**src/rtl/ppu_issue_arbiter.sv**
```systemverilog
// Round-robin issue of requester ops into one shared PPU pipeline.
// Tracks in-flight requester IDs and returns tagged results via a FIFO.
module ppu_issue_arbiter #(
  parameter int N_REQ      = 4,
  parameter int OP_SIZE    = 8,
  parameter int DATA_W     = 32,
  parameter int FIFO_DEPTH = 4
) (
  input  logic                     clk,
  input  logic                     rst,
  input  logic [N_REQ-1:0]         req_valid_i,
  input  logic [N_REQ*OP_SIZE-1:0] req_op_i,
  output logic [N_REQ-1:0]         req_ready_o,
  input  logic                     ppu_stall_i,
  output logic                     ppu_valid_o,
  output logic [OP_SIZE-1:0]       ppu_op_o,
  input  logic                     ppu_valid_i,
  input  logic [DATA_W-1:0]        ppu_data_i,
  output logic                     resp_valid_o,
  output logic [$clog2(N_REQ)-1:0] resp_id_o,
  output logic [DATA_W-1:0]        resp_data_o,
  input  logic                     resp_ready_i,
  output logic                     busy_o,
  output logic                     err_o
);

  localparam int IW = $clog2(N_REQ);
  localparam int AW = (FIFO_DEPTH > 1) ? $clog2(FIFO_DEPTH) : 1;
  localparam int CW = $clog2(FIFO_DEPTH + 1);

  logic [IW-1:0]      ptr_q, ptr_d;
  logic [CW-1:0]      cnt_q, cnt_d;
  logic               ppu_valid_q, ppu_valid_d;
  logic [OP_SIZE-1:0] ppu_op_q, ppu_op_d;
  logic               err_q, err_d;

  logic [AW:0]        tq_wr_q, tq_wr_d;
  logic [AW:0]        tq_rd_q, tq_rd_d;
  logic [IW-1:0]      tq_mem_q [FIFO_DEPTH];
  logic [IW-1:0]      tq_mem_d [FIFO_DEPTH];

  logic [AW:0]        rf_wr_q, rf_wr_d;
  logic [AW:0]        rf_rd_q, rf_rd_d;
  logic [IW-1:0]      rf_id_q [FIFO_DEPTH];
  logic [IW-1:0]      rf_id_d [FIFO_DEPTH];
  logic [DATA_W-1:0]  rf_dat_q [FIFO_DEPTH];
  logic [DATA_W-1:0]  rf_dat_d [FIFO_DEPTH];

  logic               gnt_found;
  logic [IW-1:0]      gnt_idx;
  logic [IW-1:0]      scan_idx;
  logic               issue_en;
  logic               xfer;
  logic               tq_empty;
  logic               rf_empty;
  logic               res_push;
  logic               resp_pop;
  logic [IW-1:0]      res_id;

  // Rotating priority scan starting at ptr.
  always_comb begin
    gnt_found = 1'b0;
    gnt_idx   = '0;
    scan_idx  = '0;
    for (int k = 0; k < N_REQ; k++) begin
      scan_idx = IW'((int'(ptr_q) + k) % N_REQ);
      if (!gnt_found && req_valid_i[scan_idx]) begin
        gnt_found = 1'b1;
        gnt_idx   = scan_idx;
      end
    end
  end

  assign tq_empty = (tq_wr_q == tq_rd_q);
  assign rf_empty = (rf_wr_q == rf_rd_q);

  assign issue_en = !rst
                  && gnt_found
                  && (cnt_q < CW'(FIFO_DEPTH))
                  && !ppu_stall_i;
  assign xfer     = issue_en;

  always_comb begin
    req_ready_o = '0;
    if (issue_en) begin
      req_ready_o[gnt_idx] = 1'b1;
    end
  end

  assign res_push = ppu_valid_i && !tq_empty;
  assign resp_pop = !rf_empty && resp_ready_i;
  assign res_id   = tq_mem_q[tq_rd_q[AW-1:0]];

  always_comb begin
    ptr_d       = ptr_q;
    ppu_valid_d = 1'b0;
    ppu_op_d    = ppu_op_q;
    tq_wr_d     = tq_wr_q;
    tq_mem_d    = tq_mem_q;
    if (xfer) begin
      ptr_d    = (gnt_idx == IW'(N_REQ - 1)) ? '0 : gnt_idx + 1'b1;
      ppu_valid_d = 1'b1;
      ppu_op_d = req_op_i[gnt_idx*OP_SIZE +: OP_SIZE];
      tq_mem_d[tq_wr_q[AW-1:0]] = gnt_idx;
      tq_wr_d  = tq_wr_q + 1'b1;
    end
  end

  always_comb begin
    tq_rd_d  = tq_rd_q;
    rf_wr_d  = rf_wr_q;
    rf_id_d  = rf_id_q;
    rf_dat_d = rf_dat_q;
    err_d    = err_q;
    if (res_push) begin
      tq_rd_d  = tq_rd_q + 1'b1;
      rf_id_d[rf_wr_q[AW-1:0]]  = res_id;
      rf_dat_d[rf_wr_q[AW-1:0]] = ppu_data_i;
      rf_wr_d  = rf_wr_q + 1'b1;
    end
    // A result with nothing in flight has no owner; drop it and flag.
    if (ppu_valid_i && tq_empty) begin
      err_d = 1'b1;
    end
  end

  always_comb begin
    rf_rd_d = rf_rd_q;
    cnt_d   = cnt_q;
    if (resp_pop) begin
      rf_rd_d = rf_rd_q + 1'b1;
    end
    unique case ({xfer, resp_pop})
      2'b10:   cnt_d = cnt_q + 1'b1;
      2'b01:   cnt_d = cnt_q - 1'b1;
      default: cnt_d = cnt_q;
    endcase
  end

  always_ff @(posedge clk) begin
    if (rst) begin
      ptr_q       <= '0;
      cnt_q       <= '0;
      ppu_valid_q <= 1'b0;
      ppu_op_q    <= '0;
      err_q       <= 1'b0;
      tq_wr_q     <= '0;
      tq_rd_q     <= '0;
      rf_wr_q     <= '0;
      rf_rd_q     <= '0;
      for (int i = 0; i < FIFO_DEPTH; i++) begin
        tq_mem_q[i] <= '0;
        rf_id_q[i]  <= '0;
        rf_dat_q[i] <= '0;
      end
    end else begin
      ptr_q       <= ptr_d;
      cnt_q       <= cnt_d;
      ppu_valid_q <= ppu_valid_d;
      ppu_op_q    <= ppu_op_d;
      err_q       <= err_d;
      tq_wr_q     <= tq_wr_d;
      tq_rd_q     <= tq_rd_d;
      rf_wr_q     <= rf_wr_d;
      rf_rd_q     <= rf_rd_d;
      tq_mem_q    <= tq_mem_d;
      rf_id_q     <= rf_id_d;
      rf_dat_q    <= rf_dat_d;
    end
  end

  assign ppu_valid_o  = ppu_valid_q;
  assign ppu_op_o     = ppu_op_q;
  assign resp_valid_o = !rf_empty;
  assign resp_id_o    = rf_empty ? '0 : rf_id_q[rf_rd_q[AW-1:0]];
  assign resp_data_o  = rf_empty ? '0 : rf_dat_q[rf_rd_q[AW-1:0]];
  assign busy_o       = (cnt_q != '0) | ppu_valid_q;
  assign err_o        = err_q;

endmodule

```
**config.mk**
```make
export PLATFORM = sky130hd
export DESIGN_NAME = ppu_issue_arbiter
export DESIGN_NICKNAME = d
export VERILOG_FILES = /design/src/rtl/ppu_issue_arbiter.sv
export SDC_FILE = /design/constraint.sdc
export NUM_CORES = 1
export LEC_CHECK = 0
export CORE_MARGIN = 3
export CORE_UTILIZATION = 57
export DETAILED_ROUTE_END_ITERATION = 10
export DONT_BUFFER_PORTS = 1
export PLACE_DENSITY = 0.79
export SLEW_MARGIN = 20
export SYNTH_ARGS = -nofsm -noshare
export SYNTH_HDL_FRONTEND = slang
export SYNTH_SLANG_ARGS = --single-unit
```
**constraint.sdc**
```tcl
create_clock -name clk -period 3.4 [get_ports clk]
set_clock_uncertainty 0.15 [all_clocks]
set_input_delay 0.34 -clock clk [delete_from_list [all_inputs] [get_ports clk]]
set_output_delay 0.34 -clock clk [all_outputs]
set_load 0.1 [all_outputs]
```
==> Word-level counts from Yosys, hierarchy flattened <==
Cells that the tools add are included.
{ "op_classes": {"add_sub_neg": 10, "muxes": 42, "div_mod_pow": 0, "reduce_logical": 21, "multipliers": 0, "shift": 1, "n_lt_le_gt_ge": 13, "eq_ne": 5, "n_bitwise": 5} }
{ "op_table": {"columns": ["cell", "count"], "rows": [
  ["bitwise mux 128 bit", 1],
  ["two-way mux 32 bit", 4],
  ["binary-select mux 32 bit (select 2 bit)", 1],
  ["demux 32 bit (select 2 bit)", 1],
  ["indexed part select 32 x 6 -> 8 bit", 1],
  ["two-way mux 2 bit", 12],
  ["bitwise mux 8 bit", 2],
  ["adder 3 x 1 -> 3 bit (second input constant)", 5],
  ["< comparator 2 x 3 -> 1 bit (second input constant)", 5],
  ["greater-or-equal comparator 3 bit (second input constant)", 4],
  ["logical AND 1 bit", 12],
  ["inverter 2 -> 3 bit", 4],
  ["two-way mux 1 bit", 10],
  ["binary-select mux 1 bit (select 2 bit)", 4],
  ["binary-select mux 2 bit (select 2 bit)", 2],
  ["demux 2 bit (select 2 bit)", 2],
  ["logical NOT 1 bit", 7],
  ["equality test 3 bit", 2],
  ["< comparator 3 x 1 -> 1 bit (second input constant)", 2],
  ["case mux 3 bit (2 select lines)", 1],
  ["adder 2 x 1 -> 2 bit (second input constant)", 2],
  ["adder 2 bit (second input constant)", 2],
  ["equality test 2 bit (second input constant)", 2],
  ["two-way mux 4 bit", 1],
  ["other kinds (8)", 8]
]} }
{ "totals": {"out_inout_bits": 50, "word_cells": 118, "latch_bits": 0, "mem_count": 0, "rom_bits": 0, "reg_bits": 171, "inputBits": 73, "ram_bits": 0} }

==> Logic depth before layout (Yosys ltp) <==
{ "depth": {"ltp_word": 17, "depth_mapped": 10} }

==> Least setup slack after synthesis <==
OpenSTA, ideal clock, no wires.
{ "synth_path": {"path_type": "register to output", "startpoint": "register rf_rd_q[0]", "endpoint": "output port resp_data_o[10]", "path_stages_with_launch": 5, "t_arrival_ns": 2.468, "path_buffers": 2, "path_slack_ns": 0.442, "cell_sequence": "dfxtp_1 buf_2 buf_2 mux4_2 nor2b_1"} }
{ "synth_via": {"elab_chain_len": 5} }
{ "synth_rtl": {"columns": ["element", "line_no", "rtl"], "rows": [
  ["from (decl)", "43", "logic [AW:0] rf_rd_q, rf_rd_d;"],
  ["from (signal assigned)", "165", "rf_rd_q <= rf_rd_d;"],
  ["inverter 2 -> 3 bit (not written as such)", "176", "assign resp_data_o = rf_empty ? '0 : rf_dat_q[rf_rd_q[AW-1:0]];"],
  ["binary-select mux 32 bit (select 2 bit)", "176", null],
  ["two-way mux 32 bit (not written as such) (2 in series)", "176", null],
  ["two-way mux 32 bit (*)", "176", null],
  ["to (decl)", "21", "output logic [DATA_W-1:0] resp_data_o,"]
]} }
Mark *: on every way between the ends. The rest lies on a longest branch, timed or not. The select of a mux whose other input is x is not followed.

==> Worst setup path in the final report <==
{ "layout_path": {"startpoint": "register rf_wr_q[0]", "endpoint": "register cnt_q[2]"} }
{ "layout_via": {"elab_chain_len": 5} }
{ "layout_rtl": {"columns": ["element", "line_no", "rtl"], "rows": [
  ["from (decl)", "42", "logic [AW:0] rf_wr_q, rf_wr_d;"],
  ["from (signal assigned)", "164", "rf_wr_q <= rf_wr_d;"],
  ["equality test 3 bit (*)", "75", "assign rf_empty = (rf_wr_q == rf_rd_q);"],
  ["logical NOT 1 bit (*)", "91", "assign resp_pop = !rf_empty && resp_ready_i;"],
  ["logical AND 1 bit (*)", "91", null],
  ["named net resp_pop", "57", "logic resp_pop;"],
  ["equality test 2 x 1 -> 1 bit / equality test 2 bit (equally long branches)", "133", "unique case ({xfer, resp_pop})"],
  ["case mux 3 bit (2 select lines) / nonzero test 2 bit (equally long branches)", null, null],
  ["to (signal assigned)", "158", "cnt_q <= cnt_d;"],
  ["to (decl)", "32", "logic [CW-1:0] cnt_q, cnt_d;"]
]} }
Mark *: on every way through the listed nets, which the timed path passes. The rest lies on a longest branch.
A chain may end at the register's enable or synchronous reset.

==> results_dict.tcl <==
set metrics [dict create \
    outcome "finished, final reports clean" \
    finalCritPeriodShare_pct 91.9 \
    first_iter_violations 505 \
    synth.area.top_cells "dfxtp_1 42%, nand2_1 13%, mux4_2 9.5%" \
    numCtsBuffers 17 \
    grt_pass1_wl_mm 33.6 \
    synth_seq_cells 171 \
    layout-drive-gt1-share_pct 21.7 \
    cts_setup_buffers 0 \
    firstDrtPassIters 5 \
    yosysWarnings 0 \
    arrival_ns 3.35 \
    syn_nets 965 \
    routed_via_density 5.65 \
    path_class "flop to flop" \
    dieArea_um2 15700 \
    n_antenna_cell 0 \
    cts.sinks 171 \
    vias 6609 \
    crit_path_end_kind "flop" \
    hpwlAfterDp_mm 10.8 \
    syn_inst 876 \
    io-pin-count 123 \
    max_freq_mhz 320 \
    async_flop_share_pct 0 \
    fin_setup_tns_ns 0 \
    initial_core_util_pct 59.6 \
    antenna_found_initial 0 \
    maxSlewViolCount 0 \
    rows 42 \
    cts_buffer_depth 2 \
    cts-root-buf "clkbuf_16" \
    core-area_um2 13600 \
    powerDensity_nw_per_um2 590 \
    synth_edf_count 0 \
    cts_hold_buf 99 \
    grt_usage_pct 26.4 \
    wl_mm 20.3 \
    cts_resized 0 \
    gp_congestion 0.788 \
    fin_hold_ws_ns 0.0410 \
    syn_area_um2 8090 \
    grt_max_degree 127 \
    synth_common_cells "282 x nand2_1, 171 x dfxtp_1, 85 x a21oi_1" \
    p_leak_nw 3.59 \
    tritoncts "yes" \
    final.fill_count 969 \
    rsz0062_at_grt "no" \
    area_growth_pct 22.4 \
    clk_latency_ns 0.43 \
    cp.required_ns 3.62 \
    routedWlPerCell_um 17.3 \
    fin_nets 1072 \
    port_buffers 0 \
    maxCapViolCount 0 \
    worst_pin_slew_ns 1.02 \
    overflow 0 \
    setup_ws_ns 0.274 \
    die_h_um 125 \
    synth_top_area_share_pct 42.3 \
    hold_class "primary input to flop" \
    slew_headroom_pct 31.9 \
    period_minus_slack_ns 3.13 \
    ant_nets 0 \
    cp-start-kind "flop" \
    drc 0 \
    r2r_setup_slack_ns 0.27 \
    cts.htree.levels 4 \
    worst-path-max-fanout 5 \
    ir_drop_mv 0.680 \
    hold_violations 0 \
    setup_viol 0 \
    synth_area_per_cell_um2 9.23 \
    grt_pass1_vias 6833 \
    clk_pin_slew_ns 0.06 \
    synth-main-ff-cell "dfxtp_1" \
    die_x_um 125 \
    synth_cell_types 38 \
    place_ws_ns 0.858 \
    yosysTopAreaCell "dfxtp_1" \
    seq_area_frac_synth_pct 42.3 \
    synth.most_common_cell "nand2_1" \
]
## worst paths after layout
kind | cells after the start | to | from
worst max-delay path | 10 | cnt_q[2] | rf_wr_q[0]
worst max register to register | 10 | cnt_q[2] | rf_wr_q[0]
worst min register to register | 2 | rf_dat_q[14] | rf_dat_q[14]
worst min-delay path | 3 | rf_rd_q[2] | resp_ready_i
## per-layer routing
layer,vias to the layer above,track usage (%),share of wire [%]
met3,26,7.12,7.0
met4,0,9.63,1.4
li1,3142,-,-
met1,3214,31.9,41
met2,227,45.2,50
met5,-,0,0
## through the flow
| stage | std cells | total power [mW] | util, % | cell area [um2] |
|---|---|---|---|---|
| 2_1_floorplan | 876 | 3.52 | - | 8090 |
| 3_3_place_gp | 1041 | 3.76 | 61.3 | 8310 |
| 3_5_place_dp | 1041 | 3.77 | 61.3 | 8310 |
| 4_1_cts | 1170 | 5.84 | 73.0 | 9900 |
| 5_1_grt | 1170 | 6.08 | 73.0 | 9900 |
| 6_report | 1170 | 5.84 | 73.0 | 9900 |
## sequential cells by signal, summed over array words and instances, names as in the netlist
register     cells
err_o            1
ppu_op_o         8
tq_mem_q         8
rf_dat_q       128
rf_rd_q          3
ppu_valid_o      1
cnt_q            3
tq_wr_q          3
ptr_q            2
rf_id_q          8
tq_rd_q          3
rf_wr_q          3
## where the power goes
| group | switching, mW | total [mW] | internal [mW] |
|---|---|---|---|
| clock | 0.773 | 1.93 | 1.15 |
| combinational | 1.03 | 1.58 | 0.553 |
| sequential | 0.208 | 2.33 | 2.12 |
## critical path: stages (launching register included)
cell and delay [ns]:
dfxtp_1 0.43, xor2_1 0.26, nor3_4 0.06, nor2b_1 0.34, ha_1 0.26, inv_1 0.06
fa_1 0.38, xor2_1 0.16, or3_1 0.30, a21oi_1 0.13, dlygate4sd3_1 0.55
## cell usage in the layout (no fill, tap or decap), types with 2 or more instances in the layout
master	count
dfxtp_1	169
nand2_2	5
nand3b_1	10
inv_1	15
a21oi_2	59
clkbuf_1	3
mux2i_1	26
clkbuf_16	17
nor2_1	26
mux4_2	34
o221ai_1	8
or3_1	2
clkbuf_8	4
dlygate4sd3_1	98
nor2b_2	32
and2b_1	2
nand2_1	282
buf_12	2
a21oi_1	85
dfxtp_2	2
xor2_1	8
bufinv_16	2
xnor2_1	8
mux4_1	2
and2_1	8
ha_1	15
clkinv_2	2
buf_4	50
nand2b_1	2
## cells by family after synthesis
logic type	count (synthesis)	share of synthesized area, %
XOR/XNOR	16	1.73
buffers and inverters	78	6.84
adder cells (fa/ha/maj)	16	2.57
multiplexers	62	13.3
AND/OR/NAND/NOR	375	19.9
AO/OA/AOI/OAI	158	13.3
flip-flops	171	42.3
## cell type report
type	count	area (um2)	area share, %
inverter	15	56.3	0.569
clock buffer	24	492	4.97
timing repair buffer	151	1420	14.4
sequential	171	3430	34.6
multi-input combinational	627	4200	42.4
tap	176	220	2.22
clock inverter	6	86.3	0.872
Note: power is estimated with default switching activity, not from simulation.
